`src/rtl/matmul_stream_sequencer.sv`:
```
`default_nettype none
// ============================================================================
// Module   : matmul_stream_sequencer
// Purpose  : Initiator-side companion to the DIMxDIM matrix multiply engine.
//            Collects A then B (row-major) from a valid/ready element stream,
//            presents them to the engine as parallel arrays, fires a one-cycle
//            start, waits for done (with timeout), captures C and returns it
//            as a row-major valid/ready element stream.
// Ports    : clk, rst_n (async, active-low)
//            s_valid/s_data/s_last/s_ready : operand input stream
//            mm_a, mm_b, mm_start          : operands and start to engine
//            mm_c, mm_done                 : result from engine
//            m_valid/m_data/m_last/m_ready : result output stream
//            busy, err_framing, err_timeout: status
// Revision : 1.0 - initial release
// ============================================================================
module matmul_stream_sequencer #(
    parameter int DATA_WIDTH     = 32,
    parameter int DIM            = 4,
    parameter int TIMEOUT_CYCLES = 64
) (
    input  logic                                   clk,
    input  logic                                   rst_n,
    input  logic                                   s_valid,
    input  logic [DATA_WIDTH-1:0]                  s_data,
    input  logic                                   s_last,
    output logic                                   s_ready,
    output logic [DIM-1:0][DIM-1:0][DATA_WIDTH-1:0] mm_a,
    output logic [DIM-1:0][DIM-1:0][DATA_WIDTH-1:0] mm_b,
    output logic                                   mm_start,
    input  logic [DIM-1:0][DIM-1:0][DATA_WIDTH-1:0] mm_c,
    input  logic                                   mm_done,
    output logic                                   m_valid,
    output logic [DATA_WIDTH-1:0]                  m_data,
    output logic                                   m_last,
    input  logic                                   m_ready,
    output logic                                   busy,
    output logic                                   err_framing,
    output logic                                   err_timeout
);

    localparam int N      = DIM * DIM;
    localparam int IDX_W  = (N > 1) ? $clog2(N) : 1;
    localparam int BEAT_W = $clog2(2 * N);
    localparam int TO_W   = $clog2(TIMEOUT_CYCLES + 1);

    localparam logic [2:0] S_LOAD_A = 3'd0;
    localparam logic [2:0] S_LOAD_B = 3'd1;
    localparam logic [2:0] S_START  = 3'd2;
    localparam logic [2:0] S_WAIT   = 3'd3;
    localparam logic [2:0] S_DRAIN  = 3'd4;

    logic [2:0]                 state;
    logic [2:0]                 state_nxt;
    logic [BEAT_W-1:0]          beat;
    logic [IDX_W-1:0]           elem_idx;
    logic [IDX_W-1:0]           drain_idx;
    logic [TO_W-1:0]            wait_cnt;
    logic [N-1:0][DATA_WIDTH-1:0] a_buf;
    logic [N-1:0][DATA_WIDTH-1:0] b_buf;
    logic [N-1:0][DATA_WIDTH-1:0] c_buf;
    logic                       framing_q;

    logic beat_fire;
    logic last_beat;
    logic frame_err;
    logic out_fire;
    logic drain_end;
    logic timeout_hit;

    assign beat_fire   = s_valid && s_ready;
    assign last_beat   = (beat == BEAT_W'(2 * N - 1));
    // s_last must coincide exactly with the final beat of B
    assign frame_err   = beat_fire && (s_last != last_beat);
    assign out_fire    = m_valid && m_ready;
    assign drain_end   = (drain_idx == IDX_W'(N - 1));
    // A done arriving in the last allowed cycle still wins over the timeout
    assign timeout_hit = (state == S_WAIT) && !mm_done &&
                         (wait_cnt == TO_W'(TIMEOUT_CYCLES - 1));
    // Beats 0..N-1 land in A, beats N..2N-1 in B at the same element slot
    assign elem_idx    = (beat < BEAT_W'(N)) ? IDX_W'(beat) : IDX_W'(beat - BEAT_W'(N));

    assign mm_a        = a_buf;
    assign mm_b        = b_buf;
    assign err_framing = framing_q;

    // ---------------------------------------------------------------- state
    always_ff @(posedge clk or negedge rst_n) begin
        if (!rst_n) begin
            state <= S_LOAD_A;
        end else begin
            state <= state_nxt;
        end
    end

    // ----------------------------------------------------------- next state
    always_comb begin
        state_nxt = state;
        case (state)
            S_LOAD_A: begin
                if (beat_fire) begin
                    if (frame_err) begin
                        state_nxt = S_LOAD_A;
                    end else if (beat == BEAT_W'(N - 1)) begin
                        state_nxt = S_LOAD_B;
                    end
                end
            end
            S_LOAD_B: begin
                if (beat_fire) begin
                    if (frame_err) begin
                        state_nxt = S_LOAD_A;
                    end else if (last_beat) begin
                        state_nxt = S_START;
                    end
                end
            end
            S_START: state_nxt = S_WAIT;
            S_WAIT: begin
                if (mm_done) begin
                    state_nxt = S_DRAIN;
                end else if (timeout_hit) begin
                    state_nxt = S_LOAD_A;
                end
            end
            S_DRAIN: begin
                if (out_fire && drain_end) begin
                    state_nxt = S_LOAD_A;
                end
            end
            default: state_nxt = S_LOAD_A;
        endcase
    end

    // -------------------------------------------------------------- outputs
    always_comb begin
        s_ready     = (state == S_LOAD_A) || (state == S_LOAD_B);
        mm_start    = (state == S_START);
        m_valid     = (state == S_DRAIN);
        m_last      = (state == S_DRAIN) && drain_end;
        m_data      = c_buf[drain_idx];
        busy        = !((state == S_LOAD_A) && (beat == '0));
        err_timeout = timeout_hit;
    end

    // ------------------------------------------------------------- datapath
    always_ff @(posedge clk or negedge rst_n) begin
        if (!rst_n) begin
            beat      <= '0;
            a_buf     <= '0;
            b_buf     <= '0;
            c_buf     <= '0;
            drain_idx <= '0;
            wait_cnt  <= '0;
            framing_q <= 1'b0;
        end else begin
            framing_q <= frame_err;

            if (beat_fire) begin
                // A bad frame restarts from beat 0; operand contents are left
                // as written and get overwritten by the next frame.
                beat <= (frame_err || last_beat) ? '0 : beat + BEAT_W'(1);
                if (beat < BEAT_W'(N)) begin
                    a_buf[elem_idx] <= s_data;
                end else begin
                    b_buf[elem_idx] <= s_data;
                end
            end

            if (state == S_WAIT) begin
                wait_cnt <= wait_cnt + TO_W'(1);
            end else begin
                wait_cnt <= '0;
            end

            if ((state == S_WAIT) && mm_done) begin
                c_buf <= mm_c;
            end

            if (out_fire) begin
                drain_idx <= drain_end ? '0 : drain_idx + IDX_W'(1);
            end
        end
    end

endmodule
`default_nettype wire
```
`config.mk`:
```
export PLATFORM = sky130hd
export DESIGN_NAME = matmul_stream_sequencer
export DESIGN_NICKNAME = d
export VERILOG_FILES = /design/src/rtl/matmul_stream_sequencer.sv
export SDC_FILE = /design/constraint.sdc
export NUM_CORES = 2
export LEC_CHECK = 0
export ABC_AREA = 1
export CORE_AREA = 5 5 622 624
export DETAILED_ROUTE_END_ITERATION = 12
export DIE_AREA = 0 0 627 629
export PLACE_DENSITY = 0.42
export SYNTH_ARGS = -nofsm -noshare
export SYNTH_HDL_FRONTEND = slang
export SYNTH_SLANG_ARGS = --single-unit
```
`constraint.sdc`:
```
create_clock -name clk -period 5.8 [get_ports clk]
set_input_delay 0.87 -clock clk [delete_from_list [all_inputs] [get_ports clk]]
set_output_delay 0.87 -clock clk [all_outputs]
set_load 0.005 [all_outputs]
```
Word-level counts from Yosys, hierarchy flattened

Index checks and enable logic that the tools add are counted.

$add $sub $neg: 4
Multiply operators: 0
Divide/modulo/power cells: 0
Magnitude comparators: 4
Eq/ne operators: 15
Shifts and indexed selects: 0
Mux-type cells: 20
Bitwise logic cells: 1
Reductions and logical operators: 19

Operators by type and width:

| kind                                                              | count |
|---|---|
| bitwise mux 512 bit                                               | 2 |
| binary-select mux 32 bit (select 4 bit)                           | 1 |
| demux 32 bit (select 4 bit)                                       | 1 |
| two-way mux 32 bit                                                | 2 |
| two-way mux 3 bit                                                 | 9 |
| case mux 3 bit (5 select lines)                                   | 1 |
| logical AND 1 bit                                                 | 10 |
| less-than comparator 4 x 5 -> 1 bit, second input constant        | 2 |
| inequality test 3 bit, second input constant                      | 3 |
| two-way mux 4 bit                                                 | 2 |
| adder 7 x 1 -> 7 bit, second input constant                       | 1 |
| equality test 7 x 6 -> 1 bit, second input constant               | 1 |
| two-way mux 7 bit                                                 | 1 |
| equality test 3 x 2 -> 1 bit, second input constant               | 2 |
| AND reduction 6 bit                                               | 1 |
| adder 5 x 1 -> 5 bit, second input constant                       | 1 |
| equality test 5 x 4 -> 1 bit, second input constant               | 1 |
| equality test 5 bit, second input constant                        | 1 |
| logical NOT 5 bit                                                 | 1 |
| less-than comparator 5 bit, second input constant                 | 1 |
| two-way mux 5 bit                                                 | 1 |
| adder 4 x 1 -> 4 bit, second input constant                       | 1 |
| equality test 4 bit, second input constant                        | 1 |
| greater-or-equal comparator 4 x 1 -> 1 bit, second input constant | 1 |
| other kinds (11)                                                  | 15 |

Flip-flop bits (word level): 1,556
Bits in latches: 0
Memory bits (writable): 0
ROM bits: 0
Bits of input ports: 550
Memories: 0

Depth between registers and ports, before layout

Word-level depth: 7
Gate-level depth with buffers: 13
Depth with buffers taken out: 13

Least setup slack after synthesis

Ideal clock, no wire load.

Kind: register -> output
Start point: register drain_idx[0]
End point: output port m_data[10]
Arrival: 1.495 ns
Data required time: 4.930 ns
Path slack: 3.435 ns
Cell stages (with the launch flop): 10
Buffers on the path: 4
Cell sequence: dfrtp_1 > buf_2 > buf_2 > buf_2 > buf_1 > nand2_1 > o211ai_1 > nand3_1 > nand3_1 > nand3_1

Cells in the longest elaborated chain, start to end: 2

Ends and longest elaborated chain:

| item                                     | RTL line | text |
|---|---|---|
| start, declared                          | 57       | `logic [IDX_W-1:0] drain_idx;` |
| start signal, assigned                   | 181      | `drain_idx <= drain_end ? '0 : drain_idx + IDX_W'(1);` |
| binary-select mux 32 bit (select 4 bit)  | 141      | `m_data = c_buf[drain_idx];` |
| two-way mux 32 bit (implied by the code) | 141      |  |
| end, declared                            | 34       | `output logic [DATA_WIDTH-1:0] m_data,` |

No other way between the ends. The select of a mux whose other input is x is not followed.

Worst setup path after layout

Start point: register drain_idx[1]
End point: output port m_data[18]

Same word-level chain as after synthesis.

==> impl_metrics.yaml <==
power_and_ir_drop:
  powerDensity_nw_per_um2: 494
  leakage_nw: 38.9
  ir_drop_mv: 0.268
cells_and_area:
  drive_above_1_share: 0.0669
  layout.nets: 8589
  area.growth.synth_to_final_pct: 43.1
  nFillCells: 41271
  instances_no_fill: 13264
drt:
  first_pass_iters: 6
  wl_per_cell_um: 27.5
  drc: 0
  drt_iter0_drc: 5367
  num_vias: 54545
  detail-route-antenna-nets: 0
  vias_per_cell: 4.11
  routed_wl_um: 365000
outcome:
  status: "finished, violations left"
  violations: "capacitance limit"
global_routing:
  grt-ovfl-total: 0
  grt_antenna_before_repair: 94
  grt_max_degree: 188
  grt_pass1_vias: 53738
  grt_use_total: 0.177
  grt_pass1_wl_um: 486000
timing:
  timing.fmax_mhz: 185
  hold_viol: 0
  fin_crit_sh: 0.930
  worst_slew_pin_slew_ns: 1.48
  setup_violations: 0
  rsz0062_at_grt: "false"
  timing.final.crit_period_ns: 5.39
  fin_tns_setup_ns: 0
  slew-limit-headroom: 0.00399
  drv_slew: 0
  skew_ns: 0.0711
  worst_slack_ns: 0.405
floorplan:
  dieWidth_um: 627
  die_h_um: 629
  core_um2: 381000
  rows: 227
  die_area_um2: 394000
  ios: 1613
  start_util: 0.164
clocking:
  clk_pin_slew_ns: 0.06
  clockBufferDepth: 4
  cts_sinks: 1556
  cts_tree: "done"
  cts-buffers-inserted: 192
  htreeDepth: 4
  cts_setup_buffers: 0
  cts-root-buf: "clkbuf_16"
  clk_latency_ns: 0.87
  cts_resized: 0
setup_path:
  reg2reg_to: "c_buf[197]"
  worst_setup_path_end_kind: "primary output"
  crit_arrival_ns: 4.52
  crit_type: "flop to primary output"
  rr_startpoint: "state[2]"
  r2r_setup_slack_ns: 2.41
  cp.required_ns: 4.93
  crit_start: "drain_idx[1]"
  r2r_cells: 7
  start_kind: "flop"
  cp-endpoint: "m_data[18]"
  cp_max_fo: 45
placed_design:
  pre_cts_ws_ns: 1.40
  portBuffers: 1612
  gp_congestion: 0.963
  dp_cells: 12874
  place_hpwl_um: 268000
synth:
  synth.yosys.seq_area_share: 0.623
  synth_cell_types: 34
  netlist_area_um2: 62500
  yosysWarnings: 0
  syn_inst: 6626
  avgSynthCellArea_um2: 9.43
  syn-num-nets: 7184
  ys_ff_latch: 1556
job:
  maxCapViolCount: 1
worst_hold_path:
  min_path_cells: 2
  holdCritPathClass: "flop to flop"
[repair_timing]
item,CTS,global route
hold buffers,1,0
setup endpoints to repair,0,0
endpoints found under the hold margin,12,0
[kinds of logic (layout without fill, tap and decap cells)]
| family | after synthesis | in the layout | synth area share |
|---|---|---|---|
| DFF | 1556 | 1556 | 0.623 |
| AOI/OAI and AO/OA | 1750 | 1750 | 0.149 |
| buffers and inverters | 831 | 2379 | 0.0684 |
| and+or+nand+nor | 2477 | 2477 | 0.157 |
| other | 0 | 52 | 0 |
| xor gates and xnor gates | 4 | 4 | 0.000561 |
| adders and majority gates | 8 | 8 | 0.00160 |
[routing by layer]
layer	vias up	track usage	share of wire
li1	24293	-	-
met1	27291	0.230	0.42
met2	2442	0.277	0.45
met4	24	0.0684	0.043
met5	-	0	0.00044
met3	495	0.0522	0.089
[synth_stat cells (all sizes together)]
| cell | number | area (um2) |
|---|---|---|
| a21oi | 206 | 1030 |
| buf | 270 | 2150 |
| bufinv | 1 | 17.5 |
| clkbuf | 237 | 890 |
| clkinv | 2 | 7.51 |
| dfrtp | 1556 | 38900 |
| ha | 8 | 100 |
| inv | 321 | 1200 |
| nand2 | 2282 | 8720 |
| nand3 | 154 | 851 |
| nand4 | 2 | 12.5 |
| nor2 | 33 | 166 |
| nor3 | 5 | 47.5 |
| nor4 | 1 | 6.26 |
| o211ai | 55 | 413 |
| o21a | 65 | 488 |
| o21ai | 1423 | 7360 |
| o22ai | 1 | 6.26 |
| xor2 | 4 | 35.0 |
[metrics by stage]
stage	hold slack (ns)	area (um2)	util	total power, mW
3_5_place_dp	0.454	82900	0.218	32.1
4_1_cts	0.446	89200	0.234	44.5
6_report	0.466	89400	0.235	44.2
2_1_floorplan	0.437	62500	-	21.8
3_3_place_gp	0.450	82900	0.218	32.1
5_1_grt	0.482	89300	0.234	46.4
[sequential cells by signal, indices dropped and copies added, names as in the netlist]
| signal | cells |
|---|---|
| beat | 5 |
| c_buf | 512 |
| drain_idx | 4 |
| err_framing | 1 |
| mm_a | 512 |
| mm_b | 512 |
| state | 3 |
| wait_cnt | 7 |
[critical path, cell delays in order (launching register included)]
cell and delay, ns:
dfrtp_4 0.85, clkinv_2 0.84, buf_4 0.57, a21oi_1 0.16, o21ai_0 0.09, nand2_1 0.15
nand2_1 0.16, nand3_1 0.22, clkdlybuf4s50_1 0.55
[layout by cell type, fill, tap and decap left out, drive strengths merged]
cell type,n
a21oi,206
buf,106
bufinv,6
clkbuf,284
clkdlybuf4s50,1611
clkinv,61
clkinvlp,6
dfrtp,1556
diode,52
dlygate4sd3,1
ha,8
inv,304
nand2,2282
nand3,154
nand4,2
nor2,33
nor3,5
nor4,1
o211ai,55
o21a,65
o21ai,1423
o22ai,1
xor2,4
[cell type report]
type | count | area (um2) | share of cell area
Sequential cell | 1556 | 38900 | 0.436
Multi-Input combinational cell | 4239 | 19300 | 0.216
Timing Repair Buffer | 1718 | 17200 | 0.192
Tap cell | 5038 | 6300 | 0.0705
Clock buffer | 284 | 5700 | 0.0638
Inverter | 324 | 1270 | 0.0142
Clock inverter | 53 | 577 | 0.00645
Antenna cell | 52 | 130 | 0.00146
[worst min-delay path by stage]
stage / endpoint / startpoint / slack (ns)
2_1_floorplan: c_buf[0] / c_buf[0] / 0.44
3_3_place_gp: c_buf[23] / c_buf[23] / 0.45
3_5_place_dp: c_buf[287] / c_buf[287] / 0.45
4_1_cts: c_buf[399] / mm_c[399] / 0.45
5_1_grt: c_buf[30] / c_buf[30] / 0.48
6_report: c_buf[411] / c_buf[411] / 0.47
[where the power goes]
part / internal (mW) / total [mW] / switching, mW
Combinational: 6.38 / 15.3 / 8.90
Clock: 7.03 / 12.1 / 5.10
Sequential: 14.4 / 16.7 / 2.35
No activity file was read; power rests on OpenSTA's default activity.
